## config.mk

```make
export PLATFORM = sky130hd
export DESIGN_NAME = pipe_stage_reg
export DESIGN_NICKNAME = d
export VERILOG_FILES = /design/src/rtl/pipe_pkg.sv /design/src/rtl/pipe_skid_slot.sv /design/src/rtl/pipe_stage_reg.sv
export SDC_FILE = /design/constraint.sdc
export NUM_CORES = 1
export LEC_CHECK = 0
export CAP_MARGIN = 20
export CORE_AREA = 2 2 137 139
export CTS_CLUSTER_SIZE = 40
export DETAILED_ROUTE_END_ITERATION = 16
export DIE_AREA = 0 0 139 141
export PLACE_DENSITY_LB_ADDON = 0.08
export REMOVE_ABC_BUFFERS = 1
export SYNTH_ARGS = -nofsm -noshare
export SYNTH_HDL_FRONTEND = slang
export SYNTH_SLANG_ARGS = --single-unit
```

## constraint.sdc

```tcl
create_clock -name clk -period 2.1 [get_ports clk]
set_clock_uncertainty 0.1 [all_clocks]
set_input_delay 0.42 -clock clk [delete_from_list [all_inputs] [get_ports clk]]
set_output_delay 0.42 -clock clk [all_outputs]
set_load 0.02 [all_outputs]
```

## src/rtl/pipe_pkg.sv

```systemverilog
// -----------------------------------------------------------------------------
// pipe_pkg
//
// Shared definitions for the valid/ready pipeline stage registers that sit
// between the IF/ID/EX/MEM/WB boundaries.
//
// Contents:
//   ps_state_e     - stage occupancy: PS_EMPTY, PS_FULL, PS_SKID
//   PIPE_DATA_W    - default payload width (PC, operands, immediate, reg idx)
//   PIPE_CTRL_W    - default control width (zeroed whenever a bubble forms)
//   IDEX_*         - control bit positions used by the ID/EX instance
//   ps_state_of()  - derives the occupancy state from the two slot valids
// -----------------------------------------------------------------------------
package pipe_pkg;

  localparam int PIPE_DATA_W = 160;
  localparam int PIPE_CTRL_W = 12;

  typedef enum logic [1:0] {
    PS_EMPTY = 2'd0,  // main register empty, out_valid = 0
    PS_FULL  = 2'd1,  // main register holds a beat
    PS_SKID  = 2'd2   // main and skid registers both hold a beat
  } ps_state_e;

  // Control field layout of the ID/EX boundary. Other boundaries carry a
  // subset of these bits in the same positions.
  localparam int IDEX_REG_WRITE  = 0;
  localparam int IDEX_MEM_READ   = 1;
  localparam int IDEX_MEM_WRITE  = 2;
  localparam int IDEX_BRANCH     = 3;
  localparam int IDEX_JUMP       = 4;
  localparam int IDEX_ALU_OP_LSB = 5;
  localparam int IDEX_ALU_OP_W   = 4;
  localparam int IDEX_ALU_SRC    = 9;
  localparam int IDEX_MEM_TO_REG = 10;
  localparam int IDEX_LINK       = 11;

  // The skid slot can only be occupied behind a full main slot, so the skid
  // valid alone identifies PS_SKID.
  function automatic ps_state_e ps_state_of(input logic main_valid,
                                            input logic skid_valid);
    if (skid_valid) begin
      return PS_SKID;
    end else if (main_valid) begin
      return PS_FULL;
    end else begin
      return PS_EMPTY;
    end
  endfunction

endpackage : pipe_pkg

```

## src/rtl/pipe_skid_slot.sv

```systemverilog
// -----------------------------------------------------------------------------
// pipe_skid_slot
//
// One beat-wide load/clear/hold register. Used for the main entry of a
// pipeline stage and, when compiled in, for its skid entry.
//
// Ports:
//   clk      in   rising-edge clock
//   reset    in   asynchronous, active-low reset (all fields to zero)
//   load     in   capture d_data/d_ctrl and mark the slot valid
//   clear    in   mark the slot empty and zero its control field;
//                 wins over load. The payload is left as is (don't-care).
//   d_data   in   [DATA_W] payload to load
//   d_ctrl   in   [CTRL_W] control to load
//   q_valid  out  slot holds a beat
//   q_data   out  [DATA_W] held payload
//   q_ctrl   out  [CTRL_W] held control, zero whenever q_valid = 0
// -----------------------------------------------------------------------------
module pipe_skid_slot
  import pipe_pkg::*;
#(
  parameter int DATA_W = PIPE_DATA_W,
  parameter int CTRL_W = PIPE_CTRL_W
) (
  input  logic              clk,
  input  logic              reset,
  input  logic              load,
  input  logic              clear,
  input  logic [DATA_W-1:0] d_data,
  input  logic [CTRL_W-1:0] d_ctrl,
  output logic              q_valid,
  output logic [DATA_W-1:0] q_data,
  output logic [CTRL_W-1:0] q_ctrl
);

  logic              valid_d, valid_q;
  logic [DATA_W-1:0] data_d,  data_q;
  logic [CTRL_W-1:0] ctrl_d,  ctrl_q;

  always_comb begin
    // NOTE: every _d starts from its held value, so no branch can leave it
    // unassigned and infer a latch.
    valid_d = valid_q;
    data_d  = data_q;
    ctrl_d  = ctrl_q;
    if (clear) begin
      // A bubble never carries live control bits; the payload is simply
      // ignored downstream, so it is not worth toggling.
      valid_d = 1'b0;
      ctrl_d  = '0;
    end else if (load) begin
      valid_d = 1'b1;
      data_d  = d_data;
      ctrl_d  = d_ctrl;
    end
  end

  always_ff @(posedge clk or negedge reset) begin
    if (!reset) begin
      valid_q <= 1'b0;
      // NOTE: the payload is reset too, because out_data must read zero out
      // of reset; a true memory array would normally be left unreset.
      data_q  <= '0;
      ctrl_q  <= '0;
    end else begin
      // NOTE: non-blocking assignments, so every flop samples the pre-edge
      // values regardless of statement order.
      valid_q <= valid_d;
      data_q  <= data_d;
      ctrl_q  <= ctrl_d;
    end
  end

  assign q_valid = valid_q;
  assign q_data  = data_q;
  assign q_ctrl  = ctrl_q;

endmodule : pipe_skid_slot

```

## src/rtl/pipe_stage_reg.sv

```systemverilog
// -----------------------------------------------------------------------------
// pipe_stage_reg
//
// Valid/ready pipeline stage register for the IF/ID/EX/MEM/WB boundaries.
// Carries an opaque payload and a control field; the control field reads zero
// whenever the stage holds no beat. Handles hazard stall (blocks acceptance
// only, the output keeps draining so a bubble travels downstream), branch/jump
// flush (drops every held and incoming beat) and downstream backpressure.
//
// Build option:
//   PIPE_STAGE_SKID_EN  defined   - adds a skid entry; in_ready then depends
//                                   only on registered state and stall.
//                       undefined - single entry; in_ready is combinational
//                                   from out_ready.
//
// Ports:
//   clk        in   rising-edge clock
//   reset      in   asynchronous, active-low reset
//   flush      in   kill all held and incoming beats on this edge
//   stall      in   hazard stall, blocks input acceptance
//   in_valid   in   upstream beat valid
//   in_ready   out  stage accepts a beat this cycle
//   in_data    in   [DATA_W] upstream payload
//   in_ctrl    in   [CTRL_W] upstream control
//   out_valid  out  stage holds a valid beat
//   out_ready  in   downstream accepts
//   out_data   out  [DATA_W] held payload
//   out_ctrl   out  [CTRL_W] held control, all-zero when out_valid = 0
//
// Priority: reset > flush > deliver/accept. flush together with stall is a
// plain flush.
// -----------------------------------------------------------------------------
module pipe_stage_reg
  import pipe_pkg::*;
#(
  parameter int DATA_W = PIPE_DATA_W,
  parameter int CTRL_W = PIPE_CTRL_W
) (
  input  logic              clk,
  input  logic              reset,
  input  logic              flush,
  input  logic              stall,
  input  logic              in_valid,
  output logic              in_ready,
  input  logic [DATA_W-1:0] in_data,
  input  logic [CTRL_W-1:0] in_ctrl,
  output logic              out_valid,
  input  logic              out_ready,
  output logic [DATA_W-1:0] out_data,
  output logic [CTRL_W-1:0] out_ctrl
);

  logic              main_valid;
  logic [DATA_W-1:0] main_data;
  logic [CTRL_W-1:0] main_ctrl;

  logic              main_load;
  logic              main_clear;
  logic [DATA_W-1:0] main_src_data;
  logic [CTRL_W-1:0] main_src_ctrl;

  logic              accept;
  logic              deliver;
  ps_state_e         state;

  assign accept  = in_valid & in_ready;
  assign deliver = main_valid & out_ready;

`ifdef PIPE_STAGE_SKID_EN

  logic              skid_valid;
  logic [DATA_W-1:0] skid_data;
  logic [CTRL_W-1:0] skid_ctrl;
  logic              skid_load;
  logic              skid_clear;

  // Registered ready: a free skid entry guarantees room for one more beat
  // even if downstream stalls this very cycle.
  assign in_ready = ~stall & ~skid_valid;

  always_comb begin
    state         = ps_state_of(main_valid, skid_valid);
    main_load     = 1'b0;
    main_clear    = 1'b0;
    skid_load     = 1'b0;
    skid_clear    = 1'b0;
    main_src_data = in_data;
    main_src_ctrl = in_ctrl;
    if (flush) begin
      main_clear = 1'b1;
      skid_clear = 1'b1;
    end else begin
      case (state)
        PS_EMPTY: main_load = accept;
        PS_FULL: begin
          if (accept && deliver) begin
            main_load = 1'b1;
          end else if (accept) begin
            // Downstream is holding: park the new beat behind the main one.
            skid_load = 1'b1;
          end else if (deliver) begin
            main_clear = 1'b1;
          end
        end
        PS_SKID: begin
          // in_ready is low here, so only the skid-to-main move can happen.
          if (deliver) begin
            main_load     = 1'b1;
            skid_clear    = 1'b1;
            main_src_data = skid_data;
            main_src_ctrl = skid_ctrl;
          end
        end
        default: ;
      endcase
    end
  end

  pipe_skid_slot #(
    .DATA_W (DATA_W),
    .CTRL_W (CTRL_W)
  ) u_skid (
    .clk     (clk),
    .reset   (reset),
    .load    (skid_load),
    .clear   (skid_clear),
    .d_data  (in_data),
    .d_ctrl  (in_ctrl),
    .q_valid (skid_valid),
    .q_data  (skid_data),
    .q_ctrl  (skid_ctrl)
  );

`else

  // Combinational ready: a full entry can take a new beat in the same cycle
  // it hands its current one downstream.
  assign in_ready = ~stall & (~main_valid | out_ready);

  always_comb begin
    state         = ps_state_of(main_valid, 1'b0);
    main_load     = 1'b0;
    main_clear    = 1'b0;
    main_src_data = in_data;
    main_src_ctrl = in_ctrl;
    if (flush) begin
      main_clear = 1'b1;
    end else begin
      case (state)
        PS_EMPTY: main_load = accept;
        PS_FULL: begin
          if (accept) begin
            main_load = 1'b1;
          end else if (deliver) begin
            main_clear = 1'b1;
          end
        end
        default: ;
      endcase
    end
  end

`endif

  pipe_skid_slot #(
    .DATA_W (DATA_W),
    .CTRL_W (CTRL_W)
  ) u_main (
    .clk     (clk),
    .reset   (reset),
    .load    (main_load),
    .clear   (main_clear),
    .d_data  (main_src_data),
    .d_ctrl  (main_src_ctrl),
    .q_valid (main_valid),
    .q_data  (main_data),
    .q_ctrl  (main_ctrl)
  );

  assign out_valid = main_valid;
  assign out_data  = main_data;
  assign out_ctrl  = main_ctrl;

endmodule : pipe_stage_reg

```

==> impl_results.rst <==
.. list-table::
   :header-rows: 1

   * - Metric
     - Value
   * - Element type at the critical path start
     - flop
   * - Combined buffer and inverter count along the critical path
     - 1
   * - Via count of the first global-routing pass
     - 5025
   * - Final Wtd Congestion
     - 0.7764
   * - Area contributors post-synth
     - sky130_fd_sc_hd__dfrtp_1, sky130_fd_sc_hd__mux2_2, sky130_fd_sc_hd__mux2_4, sky130_fd_sc_hd__a22o_1, sky130_fd_sc_hd__buf_8
   * - Total length of routed wires
     - 18.37 mm
   * - Data arrival, critical path
     - 1.45 ns
   * - Setup TNS
     - 0 ns
   * - Final Hold Fails
     - 0
   * - Post-Syn Area per Cell
     - 18.02 µm²
   * - Congestion Overflow GR
     - 0
   * - CTS H-tree depth
     - 4
   * - Data required time of the critical path
     - 1.58 ns
   * - Dominant delay contributor by cell family on the critical path
     - buffers and inverters
   * - Post-CTS Setup Bufs
     - 0
   * - Slew Viols, Final
     - 0
   * - Crit-path cells
     - clkdlybuf4s50_1
   * - Unique masters post-synth
     - 16
   * - Number of nets at the end of the flow
     - 920
   * - Dpl cells
     - 956
   * - Highest clock frequency the design can meet
     - 506.4 MHz
   * - Clock tree from TritonCTS
     - yes
   * - Worst min path class
     - input pin to asynchronous set/reset pin
   * - Initial drt markers
     - 125
   * - Detailed Place HPWL
     - 13.89 mm
   * - Die X
     - 139 µm
   * - 1st-pass router iterations
     - 4
   * - Clk_lat worst skew
     - 0.42 ns
   * - CORE AREA
     - 18270 µm²
   * - Register bit total from synthesis
     - 173
   * - Worst Setup Path Type
     - flop to primary output
   * - Cell Pwr Density
     - 1001 nW/µm²
   * - Area added between synthesis and finish
     - 68.14%
   * - Share of synthesized area occupied by flip-flops and latches
     - 0.6442
   * - Die ar.
     - 19600 µm²
   * - Worst Setup Slack post-DPL
     - -0.1449 ns
   * - Via count
     - 4530
   * - Cell at the root of the clock tree
     - sky130_fd_sc_hd__clkbuf_16
   * - Drt wl/cell
     - 18.52 µm
   * - Fillers
     - 1363
   * - Syn Inst Count
     - 373
   * - CP endpoint kind
     - primary output
   * - Number of clock buffers inserted by TritonCTS
     - 17
   * - Critical path's largest stage delay
     - 0.64 ns
   * - Number of antenna violations at the first check in global routing
     - 3
   * - Setup slack of the critical path after layout
     - 0.1253 ns
   * - Number of cells in the finished layout apart from fillers
     - 992
   * - Top cell type's share of synthesized area
     - 0.6442
   * - Largest voltage drop on the vdd net
     - 660.5 µV
   * - Core Util, Final
     - 0.6186
   * - Max-cap violations
     - 0
   * - Relative slew slack
     - 0.7550
   * - Slowest cell on the critical path
     - sky130_fd_sc_hd__clkdlybuf4s50_1
   * - Top fanout value on the critical path
     - 5
   * - DRC Markers
     - 0
   * - Floorplan row count
     - 50
   * - Cell accounting for the most synthesized area
     - sky130_fd_sc_hd__dfrtp_1
   * - Worst slack on hold paths
     - 0.3652 ns
   * - Post-DR vias/cell
     - 4.567
   * - Status
     - finished clean
   * - RSZ-0062 raised after global routing
     - no
   * - Total of warnings raised by yosys
     - 0
   * - Proportion of layout cells with a drive suffix above 1
     - 0.2808
   * - Number of port buffers
     - 351
   * - Actual transition at the worst max-transition pin
     - 0.3675 ns
   * - Global-route total usage across every layer
     - 0.1896
   * - P_leak
     - 4.762 nW
   * - Period minus WS final
     - 1.975 ns
   * - Netlist area before placement
     - 6720 µm²
   * - Io pins
     - 352
   * - DIE HEIGHT
     - 141 µm
   * - Global-route wire length before repair
     - 28.54 mm
   * - Final setup violation count
     - 0
   * - Maximum buffer depth of the clock tree
     - 2
   * - Clock transition at the registers of the reported paths
     - 0.07 ns
   * - Pin count of the biggest net entering global routing
     - 54
   * - Number of clock sinks
     - 173
   * - Starting density of the core
     - 0.3679
   * - Number of nets still failing antenna checks after routing
     - 0
   * - Share of the clock period used by the worst path
     - 0.9403
cell usage in the layout (no fill, tap or decap), types with 3 or more instances in the layout:
master,n
sky130_fd_sc_hd__clkinvlp_4,3
sky130_fd_sc_hd__clkdlybuf4s50_1,349
sky130_fd_sc_hd__clkbuf_8,3
sky130_fd_sc_hd__buf_12,11
sky130_fd_sc_hd__mux2_2,92
sky130_fd_sc_hd__mux2_4,68
sky130_fd_sc_hd__clkbuf_16,17
sky130_fd_sc_hd__buf_4,7
sky130_fd_sc_hd__a22o_1,12
sky130_fd_sc_hd__diode_2,3
sky130_fd_sc_hd__dfrtp_1,173
sky130_fd_sc_hd__bufinv_16,4
final timing paths:
path / cells after the start / startpoint / slack [ns] / endpoint
setup / recovery: 1 / u_main.q_valid / 0.13 / out_valid
hold / removal: 2 / reset / 0.37 / u_main.q_ctrl[4]
setup reg to reg: 5 / u_main.q_valid / 0.28 / u_main.q_data[62]
hold reg to reg: 1 / u_main.q_ctrl[1] / 0.40 / u_main.q_ctrl[1]
max in group asynchronous: 3 / reset / 0.91 / u_main.q_data[103]
min in group clk: 1 / u_main.q_ctrl[1] / 0.40 / u_main.q_ctrl[1]
state kept, by name, indices dropped and copies added, names as in the netlist:
signal / count
u_main.q_data: 160
u_main.q_ctrl: 12
u_main.q_valid: 1
Yosys cell counts, drive strengths merged:
master,n
nor2b,1
nand2b,2
nor3b,1
a211oi,1
mux2,160
a21oi,1
buf,19
nor2,1
clkbuf,1
nor3,1
a22o,12
dfrtp,173
kinds of logic after synthesis:
logic type             count (synthesis)  synth area share
flip-flops                           173            0.6442
multiplexers                         160            0.3061
buffers and inverters                 20           0.02588
AO/OA/AOI/OAI                         14           0.01750
AND/OR/NAND/NOR                        6          0.006330
per-stage QoR:
step | area [µm²] | total power [mW]
floorplan | 6546 | 6.014
global placement | 10630 | 7.893
detailed placement | 10630 | 7.958
CTS | 11290 | 11.45
global route | 11300 | 11.82
finish | 11300 | 11.31
where the power goes:
group / switching [mW] / leakage (nW) / internal [mW]
Clock: 1.33 / 0.308 / 2.11
Sequential: 0.341 / 2.07 / 3.98
Combinational: 1.52 / 2.38 / 2.04
Total: 3.19 / 4.76 / 8.12
per-layer routing:
metal	share of wire	vias up	wire length [µm]	GRT usage
met1	0.38	2242	6923	0.2180
met4	0.028	0	516	0.07921
li1	-	2065	-	-
met5	0	-	0	0
met2	0.52	196	9593	0.3215
met3	0.073	27	1340	0.06963
what timing repair did:
action / 4_1_cts / 5_1_grt
endpoints found under the hold margin: 32 / 0
endpoints found under the setup margin: 1 / 0
hold buffers: 1 / 0
gates resized for setup: 1 / 0
area by class of cell:
type | count | area [µm²] | area share
Tap cell | 234 | 292.8 | 0.02591
Sequential cell | 173 | 4329 | 0.3831
Clock buffer | 21 | 470.5 | 0.04163
Antenna cell | 3 | 7.507 | 0.0006644
Clock inverter | 11 | 180.2 | 0.01595
Multi-Input combinational cell | 180 | 2223 | 0.1968
Timing Repair Buffer | 370 | 3796 | 0.3360
Power figures use the tool's default switching activity.
